<file path="config.mk">
export PLATFORM = sky130hd
export DESIGN_NAME = matrix_frame_decoder
export DESIGN_NICKNAME = d
export VERILOG_FILES = /design/src/rtl/matrix_pkg.sv /design/src/rtl/matrix_glyph_match.sv /design/src/rtl/matrix_frame_decoder.sv
export SDC_FILE = /design/constraint.sdc
export NUM_CORES = 1
export LEC_CHECK = 0
export ABC_AREA = 1
export CAP_MARGIN = 15
export CORE_AREA = 10 10 109 111
export DETAILED_ROUTE_END_ITERATION = 8
export DIE_AREA = 0 0 119 121
export PLACE_DENSITY = 0.83
export SETUP_SLACK_MARGIN = 0.15
export SYNTH_ARGS = -nofsm -noshare
export SYNTH_HDL_FRONTEND = slang
export SYNTH_SLANG_ARGS = --single-unit
export TNS_END_PERCENT = 10
</file>
<file path="constraint.sdc">
create_clock -name clk -period 5.4 [get_ports clk]
set_clock_uncertainty 0.1 [all_clocks]
set_input_delay 1.08 -clock clk [delete_from_list [all_inputs] [get_ports clk]]
set_output_delay 1.08 -clock clk [all_outputs]
set_load 0.01 [all_outputs]
</file>
<file path="src/rtl/matrix_pkg.sv">
// Shared constants, glyph table and helpers for the LED matrix scan decoder.
package matrix_pkg;

  localparam int NUM_COLS = 7;
  localparam int NUM_ROWS = 5;
  localparam int FRAME_W  = 35;

  // Glyphs in frame_data packing {col0, col1, ..., col6}; bit 4 of each column is row 1.
  localparam logic [FRAME_W-1:0] GLYPH_0 = {5'b00000, 5'b01110, 5'b10001, 5'b10001,
                                            5'b10001, 5'b01110, 5'b00000};
  localparam logic [FRAME_W-1:0] GLYPH_1 = {5'b00000, 5'b00000, 5'b01001, 5'b11111,
                                            5'b00001, 5'b00000, 5'b00000};
  localparam logic [FRAME_W-1:0] GLYPH_2 = {5'b00000, 5'b01001, 5'b10011, 5'b10101,
                                            5'b10101, 5'b01001, 5'b00000};
  localparam logic [FRAME_W-1:0] GLYPH_3 = {5'b00000, 5'b10001, 5'b10101, 5'b10101,
                                            5'b10101, 5'b01010, 5'b00000};

  typedef enum logic [1:0] {HUNT, COLLECT, DONE} state_t;

  // Column strobe bit 6 is column 0, bit 0 is column 6.
  function automatic logic [2:0] col_onehot_to_idx(input logic [NUM_COLS-1:0] col);
    logic [2:0] idx;
    idx = '0;
    for (int i = 0; i < NUM_COLS; i++)
      if (col[i]) idx = 3'(NUM_COLS - 1 - i);
    return idx;
  endfunction

  function automatic logic is_onehot(input logic [NUM_COLS-1:0] col);
    return (col != '0) && ((col & (col - 7'd1)) == '0);
  endfunction

endpackage

</file>
<file path="src/rtl/matrix_glyph_match.sv">
// Combinational compare of a captured frame against the glyph table; lowest code wins.
module matrix_glyph_match
  import matrix_pkg::*;
(
  input  logic [FRAME_W-1:0] frame,
  output logic               hit,
  output logic [1:0]         code
);

  // Priority chain so a duplicated glyph resolves to the lowest code.
  always_comb begin
    hit  = 1'b1;
    code = 2'd0;
    if      (frame == GLYPH_0) code = 2'd0;
    else if (frame == GLYPH_1) code = 2'd1;
    else if (frame == GLYPH_2) code = 2'd2;
    else if (frame == GLYPH_3) code = 2'd3;
    else                       hit  = 1'b0;
  end

endmodule

</file>
<file path="src/rtl/matrix_frame_decoder.sv">
// Scan-interface monitor: rebuilds 7x5 frames from the column strobe and rows,
// matches them against the glyph table and locks a character code.
module matrix_frame_decoder
  import matrix_pkg::*;
#(
  parameter int SETTLE_CYC    = 1,
  parameter int TIMEOUT_CYC   = 1023,
  parameter int STABLE_FRAMES = 2
) (
  input  logic                clk,
  input  logic                rst_n,
  input  logic [NUM_COLS-1:0] col_in,
  input  logic [NUM_ROWS-1:0] row_in,
  output logic [FRAME_W-1:0]  frame_data,
  output logic                frame_done,
  output logic                frame_match,
  output logic [1:0]          char_code,
  output logic                char_valid,
  output logic                proto_err
);

  localparam logic [4:0]  SETTLE_V = 5'(SETTLE_CYC);
  localparam logic [15:0] TMO_V    = 16'(TIMEOUT_CYC);
  localparam logic [2:0]  STABLE_V = 3'(STABLE_FRAMES);

  logic [NUM_COLS-1:0] col_r, col_last;
  logic [NUM_ROWS-1:0] row_r;
  logic [4:0]          settle_cnt, settle_nxt;
  logic [15:0]         idle_cnt;
  state_t              state, state_nxt;
  logic [2:0]          exp_col, exp_col_nxt, col_idx;
  logic [FRAME_W-1:0]  frame_buf;
  logic                col_new, col_bad, col_latch, timeout;
  logic                store, err_nxt, emit;
  logic                g_hit;
  logic [1:0]          g_code, cand_code, prev_code;
  logic [2:0]          run_cnt, run_nxt;

  // Input register stage; col_last lets us see a change of the registered column.
  always_ff @(posedge clk or negedge rst_n) begin
    if (!rst_n) begin
      col_r    <= '0;
      row_r    <= '0;
      col_last <= '0;
    end else begin
      col_r    <= col_in;
      row_r    <= row_in;
      col_last <= col_r;
    end
  end

  assign col_new   = (col_r != col_last);
  assign col_idx   = col_onehot_to_idx(col_r);
  // Multi-hot is flagged once per occurrence; all-zero is blanking.
  assign col_bad   = col_new && (col_r != '0) && !is_onehot(col_r);
  // Counter saturates above SETTLE so each column occurrence latches exactly once.
  assign settle_nxt = col_new ? 5'd1 : ((settle_cnt > SETTLE_V) ? settle_cnt : settle_cnt + 5'd1);
  assign col_latch  = is_onehot(col_r) && (settle_nxt == SETTLE_V);
  assign timeout    = (state == COLLECT) && !col_new && (idle_cnt == TMO_V - 16'd1);

  // Settle and idle counters restart on every registered column change.
  always_ff @(posedge clk or negedge rst_n) begin
    if (!rst_n) begin
      settle_cnt <= '0;
      idle_cnt   <= '0;
    end else begin
      settle_cnt <= settle_nxt;
      if (col_new)                idle_cnt <= '0;
      else if (idle_cnt != TMO_V) idle_cnt <= idle_cnt + 16'd1;
    end
  end

  // FSM state register.
  always_ff @(posedge clk or negedge rst_n) begin
    if (!rst_n) begin
      state   <= HUNT;
      exp_col <= '0;
    end else begin
      state   <= state_nxt;
      exp_col <= exp_col_nxt;
    end
  end

  // Next-state: column sequencing, error detection and frame completion.
  always_comb begin
    state_nxt   = state;
    exp_col_nxt = exp_col;
    store       = 1'b0;
    err_nxt     = col_bad;
    emit        = (state == DONE);
    unique case (state)
      HUNT: begin
        if (col_latch && col_idx == 3'd0) begin
          store = 1'b1; exp_col_nxt = 3'd1; state_nxt = COLLECT;
        end
      end
      COLLECT: begin
        if (timeout) begin
          err_nxt = 1'b1; state_nxt = HUNT;
        end else if (col_latch) begin
          if (col_idx == exp_col) begin
            store       = 1'b1;
            exp_col_nxt = exp_col + 3'd1;
            if (col_idx == 3'd6) state_nxt = DONE;
          end else begin
            err_nxt = 1'b1;
            if (col_idx == 3'd0) begin
              store = 1'b1; exp_col_nxt = 3'd1;
            end else begin
              state_nxt = HUNT;
            end
          end
        end
      end
      DONE: begin
        // A column 0 latched right behind column 6 starts the next frame directly.
        if (col_latch && col_idx == 3'd0) begin
          store = 1'b1; exp_col_nxt = 3'd1; state_nxt = COLLECT;
        end else begin
          state_nxt = HUNT;
        end
      end
      default: state_nxt = HUNT;
    endcase
    if (col_bad) state_nxt = HUNT;
  end

  // Frame buffer: one 5-bit slot per column, column 0 in the top bits.
  always_ff @(posedge clk or negedge rst_n) begin
    if (!rst_n) begin
      frame_buf <= '0;
    end else begin
      for (int i = 0; i < NUM_COLS; i++)
        if (store && col_idx == 3'(i))
          frame_buf[NUM_ROWS*(NUM_COLS-1-i) +: NUM_ROWS] <= row_r;
    end
  end

  matrix_glyph_match u_glyph (
    .frame (frame_buf),
    .hit   (g_hit),
    .code  (g_code)
  );

  // Frame outputs and error pulse; frame_data only moves on a completed frame.
  always_ff @(posedge clk or negedge rst_n) begin
    if (!rst_n) begin
      frame_data  <= '0;
      frame_done  <= 1'b0;
      frame_match <= 1'b0;
      cand_code   <= '0;
      proto_err   <= 1'b0;
    end else begin
      proto_err   <= err_nxt;
      frame_done  <= emit;
      frame_match <= emit & g_hit;
      if (emit) begin
        frame_data <= frame_buf;
        cand_code  <= g_code;
      end
    end
  end

  // Run length of identical matching frames, saturating at STABLE_FRAMES.
  always_comb begin
    run_nxt = 3'd1;
    if (cand_code == prev_code)
      run_nxt = (run_cnt >= STABLE_V) ? STABLE_V : run_cnt + 3'd1;
  end

  // Character lock, evaluated the cycle after each frame_done.
  always_ff @(posedge clk or negedge rst_n) begin
    if (!rst_n) begin
      run_cnt    <= '0;
      prev_code  <= '0;
      char_code  <= '0;
      char_valid <= 1'b0;
    end else if (frame_done) begin
      if (frame_match) begin
        run_cnt   <= run_nxt;
        prev_code <= cand_code;
        if (run_nxt == STABLE_V) begin
          char_code  <= cand_code;
          char_valid <= 1'b1;
        end
      end else begin
        run_cnt    <= '0;
        char_valid <= 1'b0;
      end
    end
  end

endmodule

</file>
==> results of run 1 <==
## state kept, by name, summed over array words and instances, names as in the netlist, 2 cells and up
name,cells
char_code,2
col_r,7
run_cnt,3
cand_code,2
idle_cnt,16
frame_data,35
col_last,7
state,2
exp_col,3
frame_buf,35
prev_code,2
settle_cnt,5
row_r,5
## layout make-up
cell class	count	area share, %
clock buffers	21	6.442
repair buffers	59	8.074
well taps	133	2.335
inverters	89	4.687
flip-flops and latches	128	44.94
clock inverters	11	2.247
multi-input cells	484	31.28
## synth_stat cells (2+ instances only)
| cell | instances | area share (%) |
|---|---|---|
| buf_6 | 3 | 0.58 |
| xnor2_1 | 6 | 0.90 |
| a21oi_1 | 9 | 0.77 |
| clkbuf_1 | 6 | 0.39 |
| nand2_2 | 2 | 0.21 |
| o22ai_1 | 2 | 0.21 |
| ha_1 | 7 | 1.5 |
| nor2_1 | 45 | 2.9 |
| buf_2 | 3 | 0.26 |
| nand4_1 | 11 | 1.2 |
| a31oi_1 | 2 | 0.21 |
| xor2_1 | 2 | 0.30 |
| nand3_1 | 68 | 5.8 |
| inv_1 | 81 | 5.2 |
| nor2_4 | 2 | 0.39 |
| o21ai_0 | 49 | 4.2 |
| nor4_1 | 9 | 0.96 |
| inv_2 | 7 | 0.45 |
| dfrtp_1 | 128 | 55 |
| nor3_1 | 16 | 1.4 |
| nor2_2 | 6 | 0.64 |
| nand2_1 | 239 | 15 |
## placed cells by master, fill, tap and decap left out, drive strengths merged
cell / instances
xnor2: 6
ha: 7
bufinv: 4
clkinv: 6
o21bai: 2
nand2: 241
nor3b: 1
a21oi: 9
clkinvlp: 2
nand4: 11
a31oi: 2
nor4: 9
or3: 1
clkbuf: 21
a22oi: 1
nor2: 53
nand3: 69
clkdlybuf4s50: 53
o21ai: 50
o22ai: 2
dfrtp: 128
buf: 6
a2bb2oi: 1
inv: 88
nor3: 16
o2111ai: 1
xor2: 2
## worst min path at each step
| stage | startpoint | end | slack, ns | depth (start not counted) |
|---|---|---|---|---|
| 2_1_floorplan | col_r[2] | col_last[2] | 0.31 | 0 |
| 6_report | col_r[2] | col_last[2] | 0.37 | 0 |
| 4_1_cts | col_r[2] | col_last[2] | 0.36 | 0 |
| 3_5_place_dp | col_r[2] | col_last[2] | 0.35 | 0 |
| 3_3_place_gp | col_r[2] | col_last[2] | 0.35 | 0 |
| 5_1_grt | col_r[2] | col_last[2] | 0.39 | 0 |
## per-stage QoR
| step | setup slack, ns | cell area (um^2) |
|---|---|---|
| 2_1_floorplan | 3.386 | 5842 |
| 3_3_place_gp | 2.970 | 6509 |
| 3_5_place_dp | 2.806 | 6509 |
| 4_1_cts | 2.736 | 7128 |
| 5_1_grt | 2.524 | 7128 |
| 6_report | 2.756 | 7128 |
## power breakdown
group / leakage, nW / switching (mW) / internal [mW] / total [mW]
Clock: 0.303 / 0.390 / 0.781 / 1.17
Sequential: 1.73 / 0.0301 / 0.985 / 1.02
Combinational: 1.40 / 0.0764 / 0.0363 / 0.113
Total: 3.43 / 0.496 / 1.80 / 2.30
## layer usage
layer,track usage (%),vias up
met5,0,-
met4,8.015,0
met1,22.50,2327
li1,-,2427
met2,32.12,138
met3,5.212,31
## logic make-up after synthesis
logic type | after synthesis | share of synthesized area [%]
buffers and inverters | 102 | 7.003
XOR/XNOR | 8 | 1.199
AND/OR/NAND/NOR | 401 | 29.24
flip-flops | 128 | 54.83
AO/OA/AOI/OAI | 68 | 6.233
adder cells (fa/ha/maj) | 7 | 1.499
==> results.py, run 1 <==
metrics = {
    "logic_synthesis": {
        "ys_async_sr_fraction_pct": 100.0,
        "post_synth_inst_count": 714,
        "synth-edff-count": 0,
        "ys_seq_elements": 128,
        "yosysUniqueCellTypes": 33,
        "avgSynthCellArea_um2": 8.182,
        "yosysWarnings": 0,
        "seq_area_frac_synth_pct": 54.83,
        "synth_top_flop_cell": "dfrtp_1",
        "netlist_area_mm2": 0.005842,
        "syn-num-nets": 735,
    },
    "sta": {
        "worstMarginPinSlew_ns": 0.7820,
        "finalCritPeriodShare_pct": 48.96,
        "finalHoldViolations": 0,
        "max_freq_ghz": 0.3783,
        "maxSlewViolCount": 0,
        "setup_violations": 0,
        "grt_setup_unrepaired": "false",
        "slew_headroom_pct": 47.87,
        "hold-worst-slack_ns": 0.3662,
        "tns_ns": 0,
        "fin_crit_ns": 2.644,
    },
    "setup_path": {
        "cp.depth": 1,
        "endpoint": "frame_match",
        "r2r_start": "settle_cnt[1]",
        "cp-startpoint": "frame_match",
        "worstPathCellList": "clkdlybuf4s50_1",
        "crit_arrival_ns": 1.46,
        "ff2ff_path_depth": 14,
        "path_class": "reg -> out",
        "path_delay_family": "buffers and inverters",
        "reg2reg_to": "frame_buf[33]",
        "critPathMaxFanout": 4,
        "start_kind": "flop",
        "crit_path_max_incr_delay_ns": 0.56,
        "ff2ff_setup_slack_ns": 2.80,
        "crit_buf_inv": 1,
        "required_ns": 4.22,
        "cpMaxStageDelayCell": "clkdlybuf4s50_1",
        "cp-end-kind": "output port",
    },
    "pwr": {
        "ir_worst_vdd_uv": 181.3,
        "leakage_nw": 3.430,
        "power_density_mw_per_mm2": 322.5,
        "report.power.total_mw": 2.299,
    },
    "placement": {
        "routabilityCongestion": 0.9008,
        "dp_hpwl_um": 9801,
        "dp_cells": 893,
        "port_buffers": 54,
    },
    "route": {
        "met1_length_um": 5699,
        "wl_um": 13360,
        "drt_pre_antenna_iters": 6,
        "drtIter0Drc": 319,
        "drtAntennaViolNets": 0,
        "routedWlPerCell_um": 14.44,
        "top_layer": "met4",
        "dr_wl_met3_um": 717,
        "drc": 0,
        "vias": 4923,
        "viasPerCell": 5.322,
        "wl_met2_um": 6604,
    },
    "global_route": {
        "grtUsageTotal_pct": 19.04,
        "grt_max_degree": 66,
        "grt_pass1_vias": 4904,
        "grt_overflow": 0,
        "grt_pass1_wl_um": 22770,
        "antenna_found_initial": 0,
    },
    "floorplan": {
        "die_y_um": 121,
        "core_region_area_mm2": 0.009639,
        "die_area_mm2": 0.01440,
        "start_util_pct": 60.60,
        "fp.dieW_um": 119,
        "fp-row-count": 36,
        "ioPinCount": 55,
    },
    "clocking": {
        "clkSinkCount": 128,
        "clk_latency_ns": 0.51,
        "htreeDepth": 4,
        "cts_tree": "built",
        "cts.repair.resized": 0,
        "root_buffer": "clkbuf_8",
        "path_clk_slew_ns": 0.06,
        "ctsHoldBuffers": 0,
        "cts_buffers": 17,
        "clockBufferDepth": 2,
        "post_cts_buffers": 0,
    },
    "final_layout": {
        "n_fill_cell": 715,
        "multiInputGateArea_mm2": 0.002230,
        "regArea_mm2": 0.003203,
        "area_growth_pct": 22.02,
        "drive_gt1_share_pct": 7.071,
        "fin_nets": 800,
        "final_util_pct": 73.95,
        "layoutNonFillerInstCount": 925,
        "diodes": 0,
    },
    "flow_run": {
        "maxCapViolations": 0,
    },
    "min_path": {
        "hp-class": "reg -> reg",
    },
    "run_status": {
        "outcome": "finished, final reports clean",
    },
}
(Power assumes the default switching activity.)
==> run 2, diff against run 1 <==
--- a/config.mk
+++ b/config.mk
@@ -7,10 +7,10 @@
 export LEC_CHECK = 0
 export ABC_AREA = 1
 export CAP_MARGIN = 15
-export CORE_AREA = 10 10 109 111
+export CORE_AREA = 10 10 117 119
 export DETAILED_ROUTE_END_ITERATION = 8
-export DIE_AREA = 0 0 119 121
-export PLACE_DENSITY = 0.83
+export DIE_AREA = 0 0 127 129
+export PLACE_DENSITY = 0.76
 export SETUP_SLACK_MARGIN = 0.15
 export SYNTH_ARGS = -nofsm -noshare
 export SYNTH_HDL_FRONTEND = slang
==> constraint.sdc (replaced) <==
create_clock -name clk -period 2.2 [get_ports clk]
set_clock_uncertainty 0.1 [all_clocks]
set_input_delay 0.44 -clock clk [delete_from_list [all_inputs] [get_ports clk]]
set_output_delay 0.44 -clock clk [all_outputs]
set_load 0.01 [all_outputs]
==> run 2 against run 1 <==
Net effect: the flow now finishes with violations (setup timing); critical path depth up 13; count of clock-buffer cells in the layout down 2; combinational power rose to 3.1 times the previous value; sequential share of layout area down 3.6 points; via count up 5.0%; core utilization down 5.4 points; highest routed layer unchanged.
==> results.py, run 2 (same netlist as run 1, synthesis figures left out) <==
metrics = {
    "run_status": {
        "outcome": "complete, but fails checks",
        "violations": "setup timing",
    },
    "setup_path": {
        "cpMaxStageDelayCell": "dfrtp_1",
        "ff2ff_path_depth": 14,
        "start_kind": "flop",
        "crit_arrival_ns": 2.50,
        "ff2ff_setup_slack_ns": -0.04,
        "endpoint": "frame_buf[29]",
        "required_ns": 2.46,
        "cp-startpoint": "settle_cnt[3]",
        "path_class": "reg -> reg",
        "r2r_start": "settle_cnt[3]",
        "critPathMaxFanout": 6,
        "crit_path_max_incr_delay_ns": 0.40,
        "crit_top_cell": "nand3_1",
        "cp-end-kind": "flop",
        "reg2reg_to": "frame_buf[29]",
        "worstPathCellList": "buf_4 -> nor2_1 -> nand3_1 -> nand3_1 -> nand2_2 -> o21ai_2 -> nand2_2 -> nor2_4 -> nand3_2 -> nand2_4 -> buf_8 -> clkbuf_16 -> nand3_1 -> nand2_1",
    },
    "sta": {
        "fin_crit_ns": 2.237,
        "grt_setup_unrepaired": "true",
        "maxSlewViolCount": 0,
        "fin_ws_ns": -0.03664,
        "slew_headroom_pct": 61.03,
        "finalCritPeriodShare_pct": 101.7,
        "max_freq_ghz": 0.4471,
        "worstMarginPinSlew_ns": 0.5823,
        "setup_violations": 31,
        "finalHoldViolations": 0,
    },
    "final_layout": {
        "regArea_mm2": 0.003209,
        "diodes": 0,
        "multiInputGateArea_mm2": 0.002471,
        "drive_gt1_share_pct": 16.95,
        "final_common_cell": "nand2_1",
        "fin_nets": 829,
        "layout_common_cells": "nand2_1, dfrtp_1, inv_1",
        "area_growth_pct": 32.90,
        "reg_top3": "frame_buf x35, frame_data x35, idle_cnt x16",
        "n_fill_cell": 879,
    },
    "pwr": {
        "seq_power_share_pct": 43.3,
        "power_density_mw_per_mm2": 743.9,
        "pwr-share-comb_pct": 6.1,
        "p_sw_mw": 1.291,
        "clockPowerShare_pct": 50.6,
        "ir_worst_vdd_uv": 490.6,
        "switching_share_pct": 22.35,
        "report.power.total_mw": 5.776,
        "leakage_nw": 3.726,
        "power.internal_mw": 4.485,
    },
    "floorplan": {
        "die_y_um": 129,
        "ioPinCount": 55,
        "start_util_pct": 51.60,
        "core_region_area_mm2": 0.01132,
        "fp.dieW_um": 127,
        "fp-row-count": 39,
        "die_area_mm2": 0.01638,
    },
    "clocking": {
        "clockBufferDepth": 2,
        "cts_tree": "built",
        "cts_buffers": 17,
        "clk_latency_ns": 0.42,
        "htreeDepth": 4,
        "root_buffer": "clkbuf_16",
        "clkSinkCount": 128,
        "path_clk_slew_ns": 0.05,
    },
    "global_route": {
        "grt_max_degree": 60,
        "grt_pass1_vias": 5057,
        "antenna_found_initial": 0,
        "grt_pass1_wl_um": 23980,
        "grt_overflow": 0,
        "grtUsageTotal_pct": 17.89,
    },
    "route": {
        "drtAntennaViolNets": 0,
        "drc": 0,
        "viasPerCell": 5.366,
        "drtIter0Drc": 424,
        "wl_um": 14860,
        "drt_pre_antenna_iters": 5,
        "routedWlPerCell_um": 15.43,
        "vias": 5167,
    },
    "placement": {
        "port_buffers": 54,
        "dp_slack_ns": -0.1509,
        "routabilityCongestion": 0.9022,
        "dp_hpwl_um": 9870,
    },
    "flow_run": {
        "maxCapViolations": 0,
    },
    "min_path": {
        "hp-class": "in -> async",
    },
}
==> run 2: cell count changes in the layout (fill, tap and decap cells not counted), sizes merged <==
cell and delta:
clkinvlp +1, clkbuf +1, buf +25, dlygate4sd3 +1
==> run 2: layer usage <==
layer | vias to the layer above | track usage [%] | wire, um
met1 | 2464 | 20.56 | 5963
met5 | - | 0 | 0
li1 | 2476 | - | -
met3 | 42 | 5.257 | 905
met4 | 0 | 8.372 | 477
met2 | 185 | 30.19 | 7516
==> run 2: area by class of cell <==
class / count / area share [%]
well taps: 143 / 2.305
flip-flops and latches: 128 / 41.34
clock inverters: 12 / 2.127
inverters: 89 / 4.351
multi-input cells: 484 / 31.83
clock buffers: 19 / 5.834
repair buffers: 88 / 12.22
==> run 2: repair_timing <==
action | in CTS | in global routing
setup buffers | 3 | 10
gates resized for setup | 12 | 71
gates cloned | 2 | 4
hold endpoints to repair | 12 | 0
endpoints found under the setup margin | 40 | 47
hold buffers | 1 | 0
pin swaps | 2 | 39
==> run 2: worst min path at each step <==
stage	start	end	slack [ns]	cells past startpoint
final	rst_n	run_cnt[2]	0.32	2
after global routing	rst_n	run_cnt[2]	0.34	2
after CTS	rst_n	run_cnt[1]	0.33	2
after detailed placement	rst_n	run_cnt[2]	0.21	1
after global placement	rst_n	run_cnt[2]	0.21	1
after floorplan	rst_n	cand_code[0]	0.04	0
==> run 2: critical path: cells and delay by family, from the launching register on <==
family,cells,cell delay (ns)
buf+inv,3,0.44
flops,1,0.40
simple gates,10,1.08
compound gates,1,0.14
==> run 2: power by group through the flow <==
| stage | registers (mW) | logic (mW) | clock network, mW |
|---|---|---|---|
| finish | 2.50 | 0.351 | 2.92 |
| CTS | 2.49 | 0.310 | 2.95 |
| global route | 2.50 | 0.393 | 3.08 |
| detailed placement | 2.53 | 0.298 | 0 |
| global placement | 2.53 | 0.283 | 0 |
| floorplan | 2.51 | 0.159 | 0 |
==> run 2: through the flow <==
step | instances | hold slack (ns) | util [%] | area (um^2) | TNS [ns]
finish | 963 | 0.3221 | 68.58 | 7764 | -0.5171
global route | 963 | 0.3362 | 68.58 | 7764 | -5.937
CTS | 949 | 0.3286 | 65.10 | 7370 | 0
detailed placement | 912 | 0.2149 | 58.53 | 6626 | -3.905
global placement | 912 | 0.2142 | 58.53 | 6626 | -0.007541
floorplan | 714 | 0.04441 | - | 5842 | 0
